--- src/rtl/oci_dct_pkg.sv ---
// Shared constants and helpers for the OCI data-compress-trace packer.
// Frames are 2 bits wide; fifteen of them fill one 30-bit word.
package oci_dct_pkg;

    localparam int FRAME_W = 2;
    localparam int FRAMES  = 15;
    localparam int BUF_W   = FRAME_W * FRAMES;
    localparam int CNT_W   = 4;
    localparam int DROP_W  = 8;

    localparam logic [CNT_W-1:0]  FULL_CNT = 4'd15;
    localparam logic [DROP_W-1:0] DROP_MAX = 8'hFF;

    typedef logic [FRAME_W-1:0] frame_t;

    // The oldest frame ends up in the most significant slot.
    function automatic logic [BUF_W-1:0] shift_in(input logic [BUF_W-1:0] acc, input frame_t f);
        return {acc[BUF_W-FRAME_W-1:0], f};
    endfunction

endpackage

--- src/rtl/timestamp_timer_nios2_processor_oci_dct_packer.sv ---
// Packs 2-bit DCT trace frames into 30-bit words behind a one-stage valid/ready output slot,
// exports the live accumulator and generates the end-of-test flags.
module timestamp_timer_nios2_processor_oci_dct_packer
    import oci_dct_pkg::*;
(
    input  logic               clk,
    input  logic               reset,
    input  logic               frame_valid,
    input  logic [FRAME_W-1:0] frame_data,
    output logic               frame_ready,
    input  logic               flush,
    input  logic               end_req,
    output logic               out_valid,
    input  logic               out_ready,
    output logic [BUF_W-1:0]   out_buffer,
    output logic [CNT_W-1:0]   out_count,
    output logic [BUF_W-1:0]   dct_buffer,
    output logic [CNT_W-1:0]   dct_count,
    output logic               test_ending,
    output logic               test_has_ended,
    output logic [DROP_W-1:0]  drop_cnt
);

    logic [BUF_W-1:0] acc_buf;
    logic [CNT_W-1:0] acc_cnt;
    logic             flush_pend;

    logic [BUF_W-1:0] acc_buf_nxt;
    logic [CNT_W-1:0] acc_cnt_nxt;
    logic             flush_pend_nxt;
    logic             accept;
    logic             launch;

    assign frame_ready = (acc_cnt < FULL_CNT) & ~test_has_ended;
    assign accept      = frame_valid & frame_ready;
    assign launch      = ((acc_cnt == FULL_CNT) | (flush_pend & (acc_cnt != 4'd0)))
                       & (~out_valid | out_ready);
    assign dct_buffer  = acc_buf;
    assign dct_count   = acc_cnt;

    // Accumulator and flush-pending next state; a frame arriving on a launch starts the next word.
    always_comb begin
        acc_buf_nxt    = acc_buf;
        acc_cnt_nxt    = acc_cnt;
        flush_pend_nxt = flush_pend;
        if (launch) begin
            if (accept) begin
                acc_buf_nxt = {{(BUF_W-FRAME_W){1'b0}}, frame_data};
                acc_cnt_nxt = 4'd1;
            end else begin
                acc_buf_nxt = '0;
                acc_cnt_nxt = 4'd0;
            end
        end else if (accept) begin
            acc_buf_nxt = shift_in(acc_buf, frame_data);
            acc_cnt_nxt = acc_cnt + 4'd1;
        end else begin
            acc_buf_nxt = acc_buf;
            acc_cnt_nxt = acc_cnt;
        end
        if (flush | end_req) begin
            flush_pend_nxt = 1'b1;
        end else if (launch | ((acc_cnt == 4'd0) & ~accept)) begin
            flush_pend_nxt = 1'b0;
        end else begin
            flush_pend_nxt = flush_pend;
        end
    end

    // Accumulator, output slot, drop counter and end-of-test flags.
    always_ff @(posedge clk) begin
        if (reset) begin
            acc_buf        <= '0;
            acc_cnt        <= 4'd0;
            flush_pend     <= 1'b0;
            out_valid      <= 1'b0;
            out_buffer     <= '0;
            out_count      <= 4'd0;
            test_ending    <= 1'b0;
            test_has_ended <= 1'b0;
            drop_cnt       <= 8'd0;
        end else begin
            acc_buf    <= acc_buf_nxt;
            acc_cnt    <= acc_cnt_nxt;
            flush_pend <= flush_pend_nxt;
            if (launch) begin
                out_valid  <= 1'b1;
                out_buffer <= acc_buf;
                out_count  <= acc_cnt;
            end else if (out_ready) begin
                out_valid  <= 1'b0;
            end else begin
                out_valid  <= out_valid;
            end
            if (frame_valid & ~frame_ready & (drop_cnt != DROP_MAX)) begin
                drop_cnt <= drop_cnt + 8'd1;
            end else begin
                drop_cnt <= drop_cnt;
            end
            if (end_req) begin
                test_ending <= 1'b1;
            end else begin
                test_ending <= test_ending;
            end
            // Drain is complete once nothing is buffered and the output slot is empty.
            if (test_ending & (acc_cnt == 4'd0) & ~out_valid) begin
                test_has_ended <= 1'b1;
            end else begin
                test_has_ended <= test_has_ended;
            end
        end
    end

endmodule

--- config.mk ---
export PLATFORM = sky130hd
export DESIGN_NAME = timestamp_timer_nios2_processor_oci_dct_packer
export DESIGN_NICKNAME = d
export VERILOG_FILES = /design/src/rtl/oci_dct_pkg.sv /design/src/rtl/timestamp_timer_nios2_processor_oci_dct_packer.sv
export SDC_FILE = /design/constraint.sdc
export NUM_CORES = 1
export LEC_CHECK = 0
export ABC_AREA = 1
export CORE_MARGIN = 5
export CORE_UTILIZATION = 60
export DETAILED_ROUTE_END_ITERATION = 12
export DONT_BUFFER_PORTS = 1
export GPL_ROUTABILITY_DRIVEN = 0
export HOLD_SLACK_MARGIN = 0.1
export PLACE_DENSITY_LB_ADDON = 0.25
export SYNTH_ARGS = -nofsm -noshare
export SYNTH_HDL_FRONTEND = slang
export SYNTH_SLANG_ARGS = --single-unit
--- constraint.sdc ---
create_clock -name clk -period 3.1 [get_ports clk]
set_clock_uncertainty 0.2 [all_clocks]
set_input_delay 0.62 -clock clk [delete_from_list [all_inputs] [get_ports clk]]
set_output_delay 0.62 -clock clk [all_outputs]
set_load 0.02 [all_outputs]
==> flow_summary_export.csv <==
group,metric,value,unit
critical_path,critical_r2r_launch,"dct_count[0]$_SDFFE_PP0P_",
sta,max_slew.worst_pin.slew,0.592,ns
floorplanning,core_area,5040,um^2
cts,post-cts-setup-buffer-count,0,
finish,finish.net_count,412,
grt,first_pass_grt_wire_length,10500,um
cts,cts_tree,"done",
finish,syn2layout_area_growth,6.51,%
sta,final_period_utilization,0.759,
sta,setup_viol_count_final,0,
power,netSwitchingFraction,0.272,
synthesis,share_of_synthesized_area_occupied_by_flip_flops_and_latches,0.524,
worst_hold_path,timing.hold.worst_path_depth,1,
sta,grt_setup_unrepaired,"no",
run_status,status,"finished, final reports clean",
grt,antenna_found_initial,0,
synthesis,synth.most_common_cell,"sky130_fd_sc_hd__nand2_1",
detailed_routing,vias,2462,
detailed_routing,drt_wl_total,6400,um
detailed_routing,drtIter0Drc,158,
critical_path,worst_ep_arrival_time,1.53,ns
critical_path,critical_path_endpoint_category,"output port",
cts,cts.clk_slew.worst_paths,0.08,ns
finish,final_layout_size_suffix_gt1_frac,0.0616,
cts,clk_path_buf_depth,2,
critical_path,r2r.worst_path.cells,7,
critical_path,worstPathMaxFanout,7,
power,sequentialPowerShare,0.555,
synthesis,cells_taking_the_most_area_after_synthesis,"sky130_fd_sc_hd__dfxtp_1 52%, sky130_fd_sc_hd__nand2_1 12%, sky130_fd_sc_hd__nor2_1 10%",
finish,num-fill-cells,465,
finish,area_occupied_by_multi_input_gates,1250,um^2
finish,regArea,1600,um^2
synthesis,edff_count_synth,0,
power,leakagePower,1.21,nW
placement,port-buffer-count,0,
critical_path,worstSetupStartpointType,"flip-flop",
power,comb_power_share,0.082,
critical_path,critPathRequiredTime,2.28,ns
critical_path,worst_r2r_endpoint,"dct_buffer[26]$_SDFFE_PP0P_",
power,power_frac_clock,0.363,
cts,clock_insertion_delay_worst_skew,0.34,ns
critical_path,critical_path.cell_chain,"ha_1, nand3_2, nand2_1, inv_1",
detailed_routing,drt_drc_violations_left,0,
cts,clk_root_buffer_cell,"sky130_fd_sc_hd__clkbuf_8",
critical_path,setup.reg_to_reg.worst_slack,0.98,ns
detailed_routing,detail-route-antenna-nets,0,
floorplanning,die_x,81.4,um
sta,hold_viol_final,0,
synthesis,synthesis.area_per_instance,7.49,um^2
detailed_routing,wire_per_inst,13.4,um
worst_hold_path,holdPathEnd,"drop_cnt[5]$_SDFFE_PP0P_",
critical_path,crit_slowest_cell,"sky130_fd_sc_hd__dfxtp_1",
power,switchingPower,578,uW
critical_path,critical-path-max-stage-delay,0.55,ns
sta,timing.final.crit_period,2.35,ns
power,intPower,1.55,mW
sta,maxClockFrequency,425,MHz
grt,grt_pass1_vias,2176,
grt,globalRouteTotalUtil,0.205,
synthesis,yosysWarnings,0,
placement,dp.final_hpwl,4270,um
synthesis,post_synth_num_cell_types,23,
synthesis,synth_cell_count_leaders,"98 x sky130_fd_sc_hd__nand2_1, 81 x sky130_fd_sc_hd__nor2_1, 80 x sky130_fd_sc_hd__dfxtp_1",
synthesis,synth.net_count,419,
cts,cts-hold-fix-buffers,0,
sta,relSlewSlack,0.605,
synthesis,syn-cell-area,3060,um^2
synthesis,synth_largest_type_area_fraction,0.524,
floorplanning,die_h,81.4,um
grt,maximum_number_of_pins_on_one_net_before_global_route_repair,41,
cts,clkSinkCount,80,
synthesis,postSynthRegisterBits,80,
power,power.density_cell_area,653,nW/um^2
synthesis,postSynthCellCount,408,
worst_hold_path,hp-start,"reset",
cts,cts_repair_resize_count,0,
grt,grt_overflow,0,
synthesis,synth_flop_cell,"sky130_fd_sc_hd__dfxtp_1",
synthesis,asyncSetResetFlopFracSynth,0,
sta,hold-worst-slack,0.138,ns
detailed_routing,drtPass1Iterations,5,
job,maxCapViolations,0,
floorplanning,floorplan.rows,26,
worst_hold_path,hold_class,"input pin to flip-flop",
finish,ant_diodes,0,
sta,final-max-slew-violation-count,0,
cts,cts-buffers-inserted,9,
floorplanning,initial_core_util,0.606,
floorplanning,ioPinCount,88,
critical_path,critical_path_class,"flip-flop to output port",
detailed_routing,post_drt_via_cell_ratio,5.17,
power,peakVddDrop,0.410,mV
cts,cts_htree_levels,3,
synthesis,yosysTopAreaCell,"sky130_fd_sc_hd__dfxtp_1",
sta,fin_tns_setup,0,ns
floorplanning,design.die.area,6620,um^2
registers in the layout (all words and copies together) (netlist names):
name	cells
dct_buffer	30
drop_cnt	8
out_count	4
dct_count	4
test_has_ended	1
out_valid	1
out_buffer	30
test_ending	1
flush_pend	1
worst max-delay path by stage:
stage / start / endpoint / slack (ns)
floorplan: dct_count[0]$_SDFFE_PP0P_ / frame_ready / 1.24
global placement: dct_count[0]$_SDFFE_PP0P_ / drop_cnt[6]$_SDFFE_PP0P_ / 1.04
detailed placement: dct_count[0]$_SDFFE_PP0P_ / dct_buffer[13]$_SDFFE_PP0P_ / 0.98
CTS: dct_count[0]$_SDFFE_PP0P_ / frame_ready / 0.72
global route: dct_count[0]$_SDFFE_PP0P_ / frame_ready / 0.60
finish: dct_count[0]$_SDFFE_PP0P_ / frame_ready / 0.75
kinds of logic (layout without fill, tap and decap cells):
family	after synthesis	after routing	synth area share
XOR/XNOR	2	2	0.00573
AO/OA/AOI/OAI	81	81	0.133
adder cells (fa/ha/maj)	3	3	0.0123
flip-flops	80	80	0.524
AND/OR/NAND/NOR	198	198	0.257
buffers and inverters	44	42	0.0680
worst max-delay path, delay by kind of cell, from the launching register on:
| family | cells | cell delay [ns] |
|---|---|---|
| AND/OR/NAND/NOR | 2 | 0.25 |
| flip-flops | 1 | 0.55 |
| buffers and inverters | 1 | 0.11 |
| adder cells (fa/ha/maj) | 1 | 0.28 |
stage by stage:
stage                     total power [mW]  std cells  utilization  cell area (um^2)  setup slack (ns)
final                                 2.12        476        0.645              3250             0.747
after global placement                1.38        460        0.604              3050              1.04
after CTS                             2.15        476        0.645              3250             0.719
after global routing                  2.24        476        0.645              3250             0.595
after floorplan                       1.35        408            -              3060              1.24
after detailed placement              1.38        460        0.604              3050             0.983
cells in the final DEF (no fill, tap or decap), drive strengths merged:
| cell | synthesis | routed |
|---|---|---|
| nand2 | 99 | 99 |
| nor2 | 81 | 81 |
| dfxtp | 80 | 80 |
| a21oi | 42 | 42 |
| o21ai | 39 | 39 |
| inv | 22 | 22 |
| clkbuf | 7 | 11 |
| nand3 | 11 | 11 |
| buf | 15 | 4 |
| ha | 3 | 3 |
| nor3 | 2 | 2 |
| nand4 | 2 | 2 |
| xor2 | 2 | 2 |
| clkinv | 0 | 2 |
| clkinvlp | 0 | 2 |
| or2 | 1 | 1 |
| nor2b | 1 | 1 |
| nand3b | 1 | 1 |
| bufinv | 0 | 1 |
power by group through the flow:
stage | Sequential (mW) | Clock [mW] | Combinational (mW)
floorplan | 1.19 | 0 | 0.158
global placement | 1.20 | 0 | 0.172
detailed placement | 1.20 | 0 | 0.175
CTS | 1.18 | 0.793 | 0.175
global route | 1.19 | 0.844 | 0.205
finish | 1.18 | 0.772 | 0.173
cell type report:
type	instances	area share
inverters	22	0.0254
multi-input cells	284	0.383
flip-flops and latches	80	0.492
clock inverters	5	0.0169
repair buffers	4	0.00923
well taps	70	0.0269
clock buffers	11	0.0465
layer usage:
layer	track usage	share of wire
met1	0.258	0.43
met4	0.0608	0.0083
met2	0.304	0.46
met5	0	0
met3	0.105	0.10
Power figures use the tool's default switching activity.
